--- src/rtl/exec_pkg.sv ---
// Shared definitions for the execution controller: default widths and FSM state encoding.
// The encoding is visible on the exec_ctrl state output, so it is fixed here and
// must not be reordered.
package exec_pkg;

    localparam int PC_W_DEF  = 4;
    localparam int CNT_W_DEF = 8;

    typedef enum logic [1:0] {
        ST_IDLE  = 2'b00,
        ST_RUN   = 2'b01,
        ST_PAUSE = 2'b10,
        ST_DONE  = 2'b11
    } state_e;

endpackage

--- src/rtl/pc_counter.sv ---
// Program counter register with clear, increment-enable and hold.
// Latency: clr_i/inc_i take effect at the next rising clk edge; clr_i wins over inc_i.
// Ports: clk, clr_i (synchronous clear to 0), inc_i (advance by one), pc_o (current value).
module pc_counter #(
    parameter int W = 4
) (
    input  logic         clk,
    input  logic         clr_i,
    input  logic         inc_i,
    output logic [W-1:0] pc_o
);

    logic [W-1:0] pc_q;
    logic [W-1:0] pc_d;

    always_comb begin
        pc_d = pc_q;
        if (clr_i) begin
            pc_d = '0;
        end else if (inc_i) begin
            pc_d = pc_q + 1'b1;
        end
    end

    always_ff @(posedge clk) begin
        pc_q <= pc_d;
    end

    assign pc_o = pc_q;

endmodule

--- src/rtl/exec_ctrl.sv ---
// Run/pause/step execution controller with a single breakpoint and retired-instruction counter.
// Latency: load enables are combinational from the current state and inputs; state, pc and
//   cycle_cnt update at the next rising clk edge. rst is synchronous, active high.
// Ports: start/step/halt_req control, prog_len bounds pc, bp_en/bp_addr breakpoint, im_data
//   the instruction at pc; outputs pc, load_a_en/load_b_en, state, cycle_cnt, done.
module exec_ctrl
    import exec_pkg::*;
#(
    parameter int PC_W  = PC_W_DEF,
    parameter int CNT_W = CNT_W_DEF
) (
    input  logic             clk,
    input  logic             rst,
    input  logic             start,
    input  logic             step,
    input  logic             halt_req,
    input  logic [PC_W-1:0]  prog_len,
    input  logic             bp_en,
    input  logic [PC_W-1:0]  bp_addr,
    input  logic [8:0]       im_data,
    output logic [PC_W-1:0]  pc,
    output logic             load_a_en,
    output logic             load_b_en,
    output logic [1:0]       state,
    output logic [CNT_W-1:0] cycle_cnt,
    output logic             done
);

    state_e           state_q, state_d;
    logic [CNT_W-1:0] cnt_q, cnt_d;
    logic             skip_q, skip_d;   // suppresses the breakpoint on the first RUN cycle after resume

    logic [PC_W-1:0]  pc_w;
    logic             at_end;
    logic             bp_hit;
    logic             exec;
    logic             pc_clr;
    logic             pc_inc;

    assign at_end = (pc_w == prog_len);
    assign bp_hit = (state_q == ST_RUN) && bp_en && (pc_w == bp_addr) && !skip_q;

    // In RUN, start/step are ignored; in IDLE/PAUSE a simultaneous start takes precedence
    // over step, so that cycle only changes state and retires nothing.
    always_comb begin
        exec = 1'b0;
        if (!rst) begin
            case (state_q)
                ST_RUN:            exec = !halt_req && !bp_hit;
                ST_IDLE, ST_PAUSE: exec = step && !start;
                default:           exec = 1'b0;
            endcase
        end
    end

    always_comb begin
        state_d = state_q;
        cnt_d   = cnt_q;
        skip_d  = skip_q;
        pc_clr  = rst;

        if (exec && (cnt_q != '1)) begin
            cnt_d = cnt_q + 1'b1;
        end

        case (state_q)
            ST_IDLE, ST_DONE: begin
                if (start) begin
                    state_d = ST_RUN;
                    pc_clr  = 1'b1;
                    cnt_d   = '0;
                    skip_d  = 1'b0;
                end else if (exec) begin
                    state_d = at_end ? ST_DONE : ST_PAUSE;
                end
            end
            ST_RUN: begin
                skip_d = 1'b0;
                if (halt_req || bp_hit) begin
                    state_d = ST_PAUSE;
                end else if (at_end) begin
                    state_d = ST_DONE;
                end
            end
            ST_PAUSE: begin
                if (start) begin
                    state_d = ST_RUN;
                    skip_d  = 1'b1;
                end else if (exec && at_end) begin
                    state_d = ST_DONE;
                end
            end
            default: state_d = ST_IDLE;
        endcase
    end

    // The last instruction holds pc; only the FSM moves to DONE.
    assign pc_inc = exec && !at_end;

    always_ff @(posedge clk) begin
        if (rst) begin
            state_q <= ST_IDLE;
            cnt_q   <= '0;
            skip_q  <= 1'b0;
        end else begin
            state_q <= state_d;
            cnt_q   <= cnt_d;
            skip_q  <= skip_d;
        end
    end

    pc_counter #(
        .W (PC_W)
    ) u_pc (
        .clk   (clk),
        .clr_i (pc_clr),
        .inc_i (pc_inc),
        .pc_o  (pc_w)
    );

    assign pc        = pc_w;
    assign load_a_en = exec && im_data[6];
    assign load_b_en = exec && im_data[7];
    assign state     = state_q;
    assign cycle_cnt = cnt_q;
    assign done      = (state_q == ST_DONE);

endmodule
--- config.mk ---
export PLATFORM = sky130hd
export DESIGN_NAME = exec_ctrl
export DESIGN_NICKNAME = d
export VERILOG_FILES = /design/src/rtl/exec_pkg.sv /design/src/rtl/pc_counter.sv /design/src/rtl/exec_ctrl.sv
export SDC_FILE = /design/constraint.sdc
export NUM_CORES = 1
export LEC_CHECK = 0
export BUFFER_PORTS_ARGS = -buffer_cell sky130_fd_sc_hd__buf_4
export CORE_MARGIN = 2
export CORE_UTILIZATION = 47
export DETAILED_ROUTE_END_ITERATION = 6
export GPL_TIMING_DRIVEN = 0
export MAX_ROUTING_LAYER = met4
export PLACE_DENSITY = 0.75
export SKIP_CTS_REPAIR_TIMING = 1
export SYNTH_ARGS = -nofsm -noshare
export SYNTH_HDL_FRONTEND = slang
export SYNTH_HIERARCHICAL = 1
export SYNTH_SLANG_ARGS = --single-unit
--- constraint.sdc ---
create_clock -name clk -period 2.3 [get_ports clk]
set_input_delay 0.69 -clock clk [delete_from_list [all_inputs] [get_ports clk]]
set_output_delay 0.69 -clock clk [all_outputs]
set_load 0.01 [all_outputs]
Yosys cells after proc, flatten, opt, wreduce, memory -nomap -nowiden --
Index checks and enable logic that the tools add are counted.
Cells by class: reductions and logical operators 21, add/sub/neg operators 2, equality and inequality tests 11, multiplexer cells 18
Operators with widths (number):
- 8-bit 2-to-1 mux | 3
- 2-bit 2-to-1 mux | 6
- 1-bit logical AND | 10
- 8-bit by 1-bit adder with 8-bit output (second input constant) | 1
- 4-bit equality test | 2
- 8-bit inequality test (second input constant) | 1
- 1-bit 2-to-1 mux | 6
- 3-bit inequality test (second input constant) | 2
- 2-bit one-hot mux with 3 select lines | 1
- 1-bit logical NOT | 5
- 4-bit by 1-bit adder with 4-bit output (second input constant) | 1
- 2-bit equality test (second input constant) | 2
- 2-bit inequality test (second input constant) | 2
- 2-bit OR reduction | 2
- 3-bit by 2-bit inequality test with 1-bit output (second input constant) | 1
- 1-bit one-hot mux with 3 select lines | 1
- 3-bit AND reduction | 1
- 2-bit by 1-bit equality test with 1-bit output (second input constant) | 1
- 2-bit logical NOT | 1
- 1-bit one-hot mux with 2 select lines | 1
- 2-bit AND reduction | 1
- 1-bit logical OR | 1
Word-level totals: bits in registers 15, input port bits 23, word-level logic and storage cells 56

Longest topological paths before layout --
Gate-level depths: netlist (run 1).
depth after elaboration 12, gate-level depth with buffers 8

Modules after synthesis --
Netlist (run 1), hierarchy kept.
By module, submodules not included:
- exec_ctrl | times used 1, cells an instance 98, area an instance 812.0 um^2
- pc_counter | times used 1, cells an instance 16, area an instance 178.9 um^2

Least setup slack after synthesis (run 1) --
No wires, ideal clock.
path kind input-to-output, from in bp_addr[1], to out load_a_en, cell stages on the path 4, slack 0.107 ns, arrival time 1.503 ns, data required time 1.610 ns, cell sequence xnor2_1 > o2111ai_2 > o211a_1 > and2_1
On the way: cells in the longest elaborated chain, start to end 8
Ends and longest elaborated chain:
- from (decl) | RTL line exec_ctrl.sv:19 | input logic [PC_W-1:0] bp_addr,
- 4-bit equality test | RTL line exec_ctrl.sv:41 | assign bp_hit = (state_q == ST_RUN) && bp_en && (pc_w == bp_addr) && !skip_q;
- 1-bit logical AND (2 in series) | RTL line exec_ctrl.sv:41
- 1-bit logical NOT | RTL line exec_ctrl.sv:49 | ST_RUN: exec = !halt_req && !bp_hit;
- 1-bit logical AND | RTL line exec_ctrl.sv:49
- 1-bit one-hot mux with 2 select lines | RTL line exec_ctrl.sv:48 | case (state_q)
- 1-bit 2-to-1 mux | RTL line exec_ctrl.sv:47 | if (!rst) begin
- 1-bit logical AND | RTL line exec_ctrl.sv:122 | assign load_a_en = exec && im_data[6];
- to (decl) | RTL line exec_ctrl.sv:22 | output logic load_a_en,
No other way between the ends.

Final worst setup path (run 1) --
from reg state_q[1] (netlist: state[1]), to out load_b_en
On the way: cells in the longest elaborated chain, start to end 9
Ends and longest elaborated chain:
- from (decl) | RTL line exec_ctrl.sv:29 | state_e state_q, state_d;
- from (signal assigned) | RTL line exec_ctrl.sv:106 | state_q <= state_d;
- 2-bit by 1-bit equality test with 1-bit output | RTL line exec_ctrl.sv:41, exec_ctrl.sv:48
- 1-bit logical AND (3 in series) | RTL line exec_ctrl.sv:41
- 1-bit logical NOT | RTL line exec_ctrl.sv:49
- 1-bit logical AND | RTL line exec_ctrl.sv:49
- 1-bit one-hot mux with 2 select lines (*) | RTL line exec_ctrl.sv:48
- 1-bit 2-to-1 mux (*) | RTL line exec_ctrl.sv:47
- 1-bit logical AND (*) | RTL line exec_ctrl.sv:123 | assign load_b_en = exec && im_data[7];
- to (decl) | RTL line exec_ctrl.sv:23 | output logic load_b_en,
Mark *: on every way between the ends. The rest lies on a longest branch, timed or not.

==> summary.md, run 1 <==
| Metric | Value |
|---|---|
| Clock Pin Slew Worst Setup and Hold Paths | `approximately 0.090 ns` |
| IO Port Bufs | `32` |
| Ratio of cells with drive above 1 in the final layout | `0.415` |
| Max Clk Rate | `419 MHz` |
| Startpoint class of the critical path | `flop` |
| Cell count after synthesis | `114` |
| Setup WS post-layout | `-0.0851 ns` |
| Total gr overflow | `0` |
| CP peak stage delay | `0.37 ns` |
| Critical Path RT | `between 1.5 and 2 ns` |
| Die Wd | `49.9 µm` |
| Die height | `49.9 µm` |
| H-Tree Level Count | `1` |
| Primary FF master, synth | `dfxtp_1` |
| HPWL Detailed | `1690 µm` |
| VDD IR max | `0.000476 V` |
| Die Area | `between 0.002 and 0.0025 mm²` |
| CTS tree | `built` |
| Initial core utilization | `0.500` |
| Unique masters post-synth | `37` |
| Vias in the first global route | `862` |
| Pwr Total | `1.05 mW` |
| Largest area contributor in the netlist | `dfxtp_1` |
| DRT Pass-1 Iters | `4` |
| Post-route DRC violation count | `0` |
| PwrDens | `~730 mW/mm²` |
| HP Class | `flop to flop` |
| Critical path origin | `state[1]` |
| Clock Path Buffers | `2` |
| Clk Latency, worst-skew pair | `0.29 ns` |
| Failing checks | `setup timing` |
| Slew Limit Headroom | `0.692` |
| WL per Instance | `12.4 µm` |
| Sequential-to-total area share from yosys stat | `0.303` |
| Worst path cell trace | `buf_6, ha_4, nor2_4, o2111ai_2, o211a_1, and2_4, buf_6` |
| Nets@finish | `189` |
| Placed cell count | `between 150 and 200` |
| Final hold violations | `0` |
| Fillers | `roughly 160` |
| First-pass GRT wire length | `3740 µm` |
| Antenna Cells | `0` |
| Synth async-reset ratio | `0` |
| Slowest CP cell | `dfxtp_4` |
| Worst EP arrival | `1.70 ns` |
| CTS sink count | `15` |
| Synth warn | `6` |
| Yosys reg bits | `15` |
| Largest net degree at the start of global routing | `13` |
| DR vias/cell | `5.22` |
| CTS root buf | `clkbuf_4` |
| DRT antenna net count | `0` |
| Hold Path Origin | `skip_q` |
| Pre-CTS setup slack | `-0.214 ns` |
| FF-to-FF Start | `state[1]` |
| RSZ-0062 raised after global routing | `yes` |
| Placeable Area | `0.00198 mm²` |
| Max-slew violation count | `0` |
| Final Skew | `0.00712 ns` |
| CP bufs+invs | `2` |
| Most common cell on crit path | `buf_6` |
| Area contributors post-synth | `dfxtp_1 (30%), ha_1 (7.6%), xnor2_1 (7.1%)` |
| Routed Wire Length | `2310 µm` |
| DR iter-0 viols | `7` |
| Area Overhead vs Synth | `44.6%` |
| Initial antenna violation count | `0` |
| Vias | `971` |
| CTS buffer count | `3` |
| Final setup violation count | `2` |
| FP Rows | `16` |
| Min cycle time layout | `2.39 ns` |
| Final std cells w/o fill | `186` |
| Max-Cap Viols | `0` |
| Post-synth top area share | `0.303` |
| Crit Path Category | `flop to primary output` |
| Final TNS setup | `-0.170 ns` |
| Status | `finished with violations` |
| Worst setup EP type | `primary output` |
| Delay-heaviest family, CP | `compound AO/OA/AOI/OAI gates` |
| Worst-Margin Slew | `0.460 ns` |
| Gp weighted congestion | `0.795` |
| I/O pin cnt | `40` |
| Syn nets | `around 140` |
| Leak | `roughly 0.63 nW` |
| CP max FO | `3` |
| EDFF count, synth | `0` |
| GRT Resource Usage Total | `0.196` |
| Period utilisation layout | `1.04` |
| Mapped cell area | `around 1000 µm²` |
| Avg Inst Size Synth | `between 8 and 9 µm²` |
==> layout by cell type (no fill, tap or decap), types with 2 or more instances in the layout <==
| cell type | n |
|---|---|
| dfxtp_4 | 2 |
| xor2_1 | 5 |
| ha_1 | 4 |
| nor2_1 | 16 |
| o211ai_1 | 2 |
| clkbuf_4 | 3 |
| a21oi_1 | 6 |
| ha_4 | 2 |
| xnor2_1 | 7 |
| mux2i_1 | 3 |
| nor3_1 | 3 |
| buf_4 | 38 |
| inv_1 | 5 |
| buf_6 | 3 |
| nand2_1 | 6 |
| or4_1 | 2 |
| nand2b_1 | 3 |
| nand3_1 | 5 |
| and2_4 | 2 |
| dfxtp_1 | 13 |
==> per-layer routing <==
metal,part of all wire,vias up,track usage
met1,0.45,459,0.229
met5,0,-,-
met4,0.0091,0,0.0417
met2,0.51,17,0.347
met3,0.032,4,0.0394
li1,-,491,-
==> worst reg2reg max path, delay by kind of cell, from the launching register on <==
kind	cells	cell delay, ns
AND/OR/NAND/NOR	3	0.60
flip-flops	1	0.38
buffers and inverters	2	0.24
adder cells (fa/ha/maj)	1	0.14
AO/OA/AOI/OAI	2	0.33
multiplexers	1	0.32
==> report_power, final <==
part           internal (mW)  switching [mW]  total (mW)
Combinational          0.298           0.278       0.576
Sequential             0.296          0.0301       0.326
Clock                 0.0646          0.0854       0.150
==> cells in the mapped netlist (2+ instances only) <==
cell	n
a21oi_1	6
nor3_1	3
inv_1	7
nor2_1	18
xor2_1	5
o211ai_1	2
nand3_1	5
or4_1	2
nand2b_1	3
xnor2_1	8
and2_1	3
dfxtp_1	15
mux2i_1	3
ha_1	6
nand2_1	6
==> flip-flops by register name, summed over array words and instances (netlist names) <==
| name | count |
|---|---|
| u_pc/pc_o | 4 |
| cycle_cnt | 8 |
| state | 2 |
| skip_q | 1 |
==> final timing paths <==
check | end | slack [ns] | cells past startpoint
setup / recovery | load_b_en | -0.09 | 7
hold reg to reg | skip_q | 0.50 | 2
hold / removal | skip_q | 0.50 | 2
setup reg to reg | u_pc/pc_o[3] | 0.18 | 9
==> metrics by stage <==
| stage | hold slack (ns) | utilization | instance area [µm²] |
|---|---|---|---|
| after detailed placement | 0.483 | 0.638 | 1260 |
| after floorplan | 0.468 | - | 991 |
| after global placement | 0.481 | 0.638 | 1260 |
| final | 0.500 | 0.723 | 1430 |
| after CTS | 0.500 | 0.652 | 1290 |
| after global routing | 0.517 | 0.723 | 1430 |
==> kinds of logic after synthesis <==
group / synth area share
compound gates: 0.155
xor+xnor: 0.115
fa+ha+maj: 0.0758
buf+inv: 0.0303
flops: 0.303
mux: 0.0455
simple gates: 0.275
==> final cells by class <==
class / count / area [µm²] / share of cell area
Inverter: 8 / 32.5 / 0.0227
Clock inverter: 1 / 5.00 / 0.00349
Multi-Input combinational cell: 91 / 712 / 0.497
Sequential cell: 15 / 308 / 0.215
Clock buffer: 3 / 22.5 / 0.0157
Timing Repair Buffer: 41 / 319 / 0.223
Tap cell: 27 / 33.8 / 0.0236
Power figures use the tool's default switching activity.
==> inputs of run 2 (changes only) <==
==> constraint.sdc (replaced) <==
create_clock -name clk -period 2.6 [get_ports clk]
set_input_delay 0.78 -clock clk [delete_from_list [all_inputs] [get_ports clk]]
set_output_delay 0.78 -clock clk [all_outputs]
set_load 0.005 [all_outputs]
==> run 2 against run 1 <==
Compared with the run above: wire length unchanged; the run now ends clean; cell area down 0.87%; total power down 14%; non-clock buffer count down 1.
==> summary.md, run 2 (synthesis gave the netlist of run 1 again) <==
| Metric | Value |
|---|---|
| I/O pin cnt | `40 (unchanged)` |
| Slew Limit Headroom | `0.692 (about the same)` |
| H-Tree Level Count | `1 (unchanged)` |
| Initial antenna violation count | `0 (unchanged)` |
| Worst path cell trace | `buf_4, xnor2_4, o2111ai_2, o211a_1, and2_1, buf_4 (was buf_6, ha_4, nor2_4, o2111ai_2, o211a_1, and2_4, buf_6)` |
| Final hold violations | `0 (unchanged)` |
| First-pass GRT wire length | `3740 µm (unchanged)` |
| VDD IR max | `0.000422 V (was 0.000476 V)` |
| CTS root buf | `clkbuf_4 (unchanged)` |
| CTS sink count | `15 (unchanged)` |
| Worst setup EP type | `primary output (unchanged)` |
| DR vias/cell | `5.24 (was 5.22)` |
| IO Port Bufs | `32 (unchanged)` |
| DRT antenna net count | `0 (unchanged)` |
| Ratio of cells with drive above 1 in the final layout | `0.399 (was 0.415)` |
| Startpoint class of the critical path | `primary input (was flop)` |
| Worst-Margin Slew | `0.460 ns (about the same)` |
| Placeable Area | `0.00198 mm² (unchanged)` |
| GRT Resource Usage Total | `0.196 (unchanged)` |
| Period utilisation layout | `0.980` |
| Routed Wire Length | `2310 µm (unchanged)` |
| WL per Instance | `12.5 µm (was 12.4 µm)` |
| Placed cell count | `173 (unchanged)` |
| RSZ-0062 raised after global routing | `no (was yes)` |
| Total gr overflow | `0 (unchanged)` |
| Most common cell after layout, fill and taps aside | `buf_4 (unchanged)` |
| Commonest non-fill, non-tap cells in the layout | `buf_4 (40), nor2_1 (17), dfxtp_1 (13) (was buf_4 (38), nor2_1 (16), dfxtp_1 (13), xnor2_1 (7))` |
| Pwr Total | `0.900 mW (was 1.05 mW)` |
| Leak | `0.621 nW (was 0.627 nW)` |
| PwrDens | `634 mW/mm² (was 734 mW/mm²)` |
| Post-route DRC violation count | `0 (unchanged)` |
| Die Wd | `49.9 µm (unchanged)` |
| Final std cells w/o fill | `185 (was 186)` |
| Clock Pin Slew Worst Setup and Hold Paths | `0.09 ns (about the same)` |
| Die height | `49.9 µm (unchanged)` |
| Final Skew | `0.00810 ns (was 0.00712 ns)` |
| Max Clk Rate | `around 390 MHz` |
| Setup WS post-layout | `0.0514 ns (was -0.0851 ns)` |
| Status | `finished, final reports clean (was finished with violations)` |
| Worst EP arrival | `1.77 ns (was 1.70 ns)` |
| FP Rows | `16 (unchanged)` |
| Min cycle time layout | `2.55 ns` |
| CTS tree | `built (unchanged)` |
| Area Overhead vs Synth | `43.3% (was 44.6%)` |
| Die Area | `0.00249 mm² (unchanged)` |
| HP Class | `flop to flop (unchanged)` |
| DR iter-0 viols | `10 (was 7)` |
| Gp weighted congestion | `0.795 (unchanged)` |
| Area of the multi-input gates | `723 µm² (was 712 µm²)` |
| Vias | `970 (was 971)` |
| Most common cell on crit path | `buf_4 (was buf_6)` |
| CTS buffer count | `3 (unchanged)` |
| Largest net degree at the start of global routing | `13 (unchanged)` |
| Final setup violation count | `0 (was 2)` |
| Vias in the first global route | `862 (unchanged)` |
| Nets@finish | `188 (was 189)` |
| Fillers | `164 (was 162)` |
| Clock Path Buffers | `2 (unchanged)` |
| Clk Latency, worst-skew pair | `0.29 ns (about the same)` |
| Slowest CP cell | `o211a_1 (was dfxtp_4)` |
| Max reg flops | `8 (unchanged)` |
| DRT Pass-1 Iters | `4 (unchanged)` |
| Initial core utilization | `0.500 (unchanged)` |
| Pre-CTS setup slack | `-0.0852 ns (was -0.214 ns)` |
| CP peak stage delay | `0.28 ns (was 0.37 ns)` |
| Max-slew violation count | `0 (unchanged)` |
| Crit Path Category | `primary input to primary output (was flop to primary output)` |
| Antenna Cells | `0 (unchanged)` |
| CP max FO | `3 (unchanged)` |
| HPWL Detailed | `1690 µm (unchanged)` |
| Critical Path RT | `1.82 ns (was 1.61 ns)` |
| Final Util | `0.717 (was 0.723)` |
| FF/Latch Area | `305 µm² (was 308 µm²)` |
| Max-Cap Viols | `0 (unchanged)` |
==> run 2: cell count changes in the layout (fill, tap and decap cells not counted) <==
cell / before / now
buf_6: 3 / 0
and2_1: 1 / 3
and2_4: 2 / 0
buf_4: 38 / 40
dfxtp_2: 0 / 1
dfxtp_4: 2 / 1
inv_2: 1 / 2
inv_4: 1 / 0
nor2_1: 16 / 17
nor2_2: 1 / 0
xnor2_1: 7 / 6
xnor2_4: 0 / 1
==> run 2: final timing paths <==
path               from      endpoint  slack, ns  cells after the start
min reg2reg      skip_q        skip_q       0.50                      2
max reg2reg    state[0]  u_pc/pc_o[3]       0.45                      9
max          bp_addr[1]     load_b_en       0.05                      6
min              skip_q        skip_q       0.50                      2
==> run 2: area by class of cell <==
class	count	area share
Multi-Input combinational cell	91	0.509
Tap cell	27	0.0238
Clock buffer	3	0.0159
Inverter	8	0.0211
Sequential cell	15	0.215
Timing Repair Buffer	40	0.211
Clock inverter	1	0.00352
==> run 2: power breakdown <==
part | internal (mW) | switching, mW | total [mW]
combinational | 0.250 | 0.235 | 0.484
sequential | 0.260 | 0.0236 | 0.283
clock | 0.0571 | 0.0753 | 0.132
total | 0.567 | 0.333 | 0.900
==> run 2: routing by layer <==
metal,track usage,vias to the layer above,wire (µm)
met5,-,-,0
met4,0.0417,0,12
met3,0.0394,2,69
met2,0.347,18,1170
met1,0.229,459,1060
li1,-,491,-
==> run 2: critical path, delay by kind of cell <==
family | cells | cell delay, ns
AOI/OAI and AO/OA | 2 | 0.43
buffers and inverters | 2 | 0.26
xor gates and xnor gates | 1 | 0.14
and+or+nand+nor | 1 | 0.16
==> run 2: per-stage QoR <==
| step | instance area, µm² | hold WS (ns) | TNS, ns |
|---|---|---|---|
| final | 1420 | 0.501 | 0 |
| after global routing | 1420 | 0.517 | 0 |
| after CTS | 1290 | 0.500 | -0.394 |
| after detailed placement | 1260 | 0.483 | -0.168 |
| after global placement | 1260 | 0.481 | -0.131 |
| after floorplan | 991 | 0.468 | 0 |
==> inputs of run 3 (changes only) <==
Settings changed: PLACE_DENSITY 0.75 to 0.76, SYNTH_HIERARCHICAL 1 to not set.
Clock period 2.6 ns to 2.8 ns, I/O delays scaled along.
==> run 3 against run 2 <==
Compared with the run above: setup slack got worse by 0.0046 ns; clock skew decreased by 0.0042 ns; synthesized cell count increased by 4.4%; utilization decreased by 3.0 points; final cell count unchanged; cell area decreased by 6.1%; wire length decreased by 4.9%; first-iteration DRC count increased by 40%.
==> summary.md, run 3 <==
| Metric | Value |
|---|---|
| Status | `finished, final reports clean (unchanged)` |
| Yosys reg bits | `15 (unchanged)` |
| WHS | `0.502 ns (was 0.501 ns)` |
| Startpoint class of the critical path | `primary input (unchanged)` |
| DRT Pass-1 Iters | `4 (unchanged)` |
| Largest area contributor in the netlist | `dfxtp_1 (unchanged)` |
| CTS tree | `built (unchanged)` |
| Max reg flops | `8 (unchanged)` |
| Final TNS setup | `0 ns (unchanged)` |
| Min cycle time layout | `2.75 ns` |
| Routed Wire Length | `2200 µm (was 2310 µm)` |
| CTS buffer count | `3 (unchanged)` |
| Clock Pin Slew Worst Setup and Hold Paths | `0.08 ns (was 0.09 ns)` |
| IO Port Bufs | `31 (was 32)` |
| Vias in the first global route | `880 (was 862)` |
| Largest net degree at the start of global routing | `11 (was 13)` |
| Die Wd | `49.1 µm (was 49.9 µm)` |
| Cell count after synthesis | `119 (was 114)` |
| H-Tree Level Count | `1 (unchanged)` |
| Post-route design area | `0.00133 mm² (was 0.00142 mm²)` |
| Final Skew | `0.00395 ns (was 0.00810 ns)` |
| DRT antenna net count | `0 (unchanged)` |
| Worst-Margin Slew | `0.468 ns (was 0.460 ns)` |
| Placed cell area | `0.00122 mm² (was 0.00126 mm²)` |
| VDD IR max | `0.000333 V (was 0.000422 V)` |
| Nets@finish | `188 (unchanged)` |
| Clk Latency, worst-skew pair | `0.27 ns (was 0.29 ns)` |
| HPWL Detailed | `1690 µm (about the same)` |
| Antenna Cells | `0 (unchanged)` |
| CP max FO | `5 (was 3)` |
| Vias | `963 (was 970)` |
| Final Util | `0.687 (was 0.717)` |
| GRT Resource Usage Total | `0.197 (was 0.196)` |
| Post-synth top cells | `nor2_1 (23), dfxtp_1 (15), xnor2_1 (13) (was nor2_1 (18), dfxtp_1 (15), xnor2_1 (8))` |
| I/O pin cnt | `40 (unchanged)` |
| Total gr overflow | `0 (unchanged)` |
| DR iter-0 viols | `14 (was 10)` |
| Leak | `0.559 nW (was 0.621 nW)` |
| Most common cell after layout, fill and taps aside | `buf_4 (unchanged)` |
| Placeable Area | `0.00194 mm² (was 0.00198 mm²)` |
| Syn nets | `148 (was 143)` |
| Clock Path Buffers | `2 (unchanged)` |
| Primary FF master, synth | `dfxtp_1 (unchanged)` |
| WL per Instance | `11.9 µm (was 12.5 µm)` |
| Max-Cap Viols | `0 (unchanged)` |
| Crit Path Category | `primary input to primary output (unchanged)` |
| FP Rows | `16 (unchanged)` |
| Pre-CTS setup slack | `-0.175 ns (was -0.0852 ns)` |
| Most frequent cell after synthesis | `nor2_1 (unchanged)` |
| CTS root buf | `clkbuf_4 (unchanged)` |
| Synth warn | `0 (was 6)` |
| Max-slew violation count | `0 (unchanged)` |
| Mapped cell area | `957 µm² (was 991 µm²)` |
| CTS sink count | `15 (unchanged)` |
| Commonest non-fill, non-tap cells in the layout | `buf_4 (36), nor2_1 (23), dfxtp_1 (13), xnor2_1 (10), nand2_1 (8) (was buf_4 (40), nor2_1 (17), dfxtp_1 (13))` |
| Sequential-to-total area share from yosys stat | `0.314 (was 0.303)` |
| Post-synth top area share | `0.314 (was 0.303)` |
| Initial core utilization | `0.493 (was 0.500)` |
| Die height | `49.1 µm (was 49.9 µm)` |
| Period utilisation layout | `0.983` |
| Gp weighted congestion | `0.819 (was 0.795)` |
| Area Overhead vs Synth | `39.3% (was 43.3%)` |
| Avg Inst Size Synth | `8.04 µm² (was 8.69 µm²)` |
| First-pass GRT wire length | `3750 µm (was 3740 µm)` |
| Ratio of cells with drive above 1 in the final layout | `0.323 (was 0.399)` |
| Unique masters post-synth | `27 (was 37)` |
| EDFF count, synth | `0 (unchanged)` |
| Max Clk Rate | `363 MHz` |
| Slew Limit Headroom | `0.686 (was 0.692)` |
| Critical Path RT | `1.96 ns (was 1.82 ns)` |
| Worst setup EP type | `primary output (unchanged)` |
| Final setup violation count | `0 (unchanged)` |
| Initial antenna violation count | `0 (unchanged)` |
| HP Class | `flop to flop (unchanged)` |
| Worst EP arrival | `1.91 ns (was 1.77 ns)` |
| Post-route DRC violation count | `0 (unchanged)` |
| Synth async-reset ratio | `0 (unchanged)` |
| Setup WS post-layout | `0.0469 ns (was 0.0514 ns)` |
| DR vias/cell | `5.21 (was 5.24)` |
| Final hold violations | `0 (unchanged)` |
| Die Area | `0.00241 mm² (was 0.00249 mm²)` |
| Area contributors post-synth | `dfxtp_1 (31%), xnor2_1 (12%), nor2_1 (9.0%) (was dfxtp_1 (30%), ha_1 (7.6%), xnor2_1 (7.1%))` |
| PwrDens | `525 mW/mm² (was 634 mW/mm²)` |
[run 3: cells by family after synthesis]
| group | count (synthesis) | synth area share |
|---|---|---|
| buf+inv | 9 | 0.0431 |
| flops | 15 | 0.314 |
| xor+xnor | 17 | 0.156 |
| simple gates | 55 | 0.285 |
| fa+ha+maj | 6 | 0.0784 |
| compound gates | 16 | 0.114 |
| mux | 1 | 0.0105 |
[run 3: layout make-up]
| cell class | instances | area (µm²) |
|---|---|---|
| multi-input cells | 95 | 663 |
| fillers | 172 | 608 |
| flip-flops and latches | 15 | 303 |
| repair buffers | 35 | 263 |
| well taps | 27 | 33.8 |
| clock buffers | 4 | 26.3 |
| plain buffers | 3 | 22.5 |
| inverters | 6 | 22.5 |
[run 3: power by group]
| part | internal, mW | switching [mW] | leakage, nW |
|---|---|---|---|
| registers | 0.236 | 0.0253 | 0.122 |
| clock network | 0.0551 | 0.0649 | 0.0150 |
| logic | 0.153 | 0.166 | 0.422 |
| total | 0.444 | 0.257 | 0.559 |
[run 3: worst paths after layout]
kind / to / from / slack (ns) / cells past startpoint
min: skip_q / skip_q / 0.50 / 2
min reg2reg: skip_q / skip_q / 0.50 / 2
max reg2reg: cycle_cnt[7] / state[1] / 0.73 / 9
max: load_b_en / bp_addr[2] / 0.05 / 7
[run 3: through the flow]
step | power, mW | cells
finish | 0.701 | 185
global route | 0.759 | 185
CTS | 0.663 | 181
detailed placement | 0.543 | 177
global placement | 0.533 | 177
floorplan | 0.448 | 119
[run 3: per-layer routing]
layer  share of wire  track usage
met1            0.45        0.247
met2            0.50        0.327
met3           0.046       0.0215
met4          0.0059       0.0714
met5               0            -
[run 3: critical path, cell delays in order]
cell and delay, ns:
buf_4 0.12, xnor2_2 0.11, nand3b_1 0.15, o311ai_4 0.36, buf_6 0.16, nor2_1 0.04, buf_4 0.12
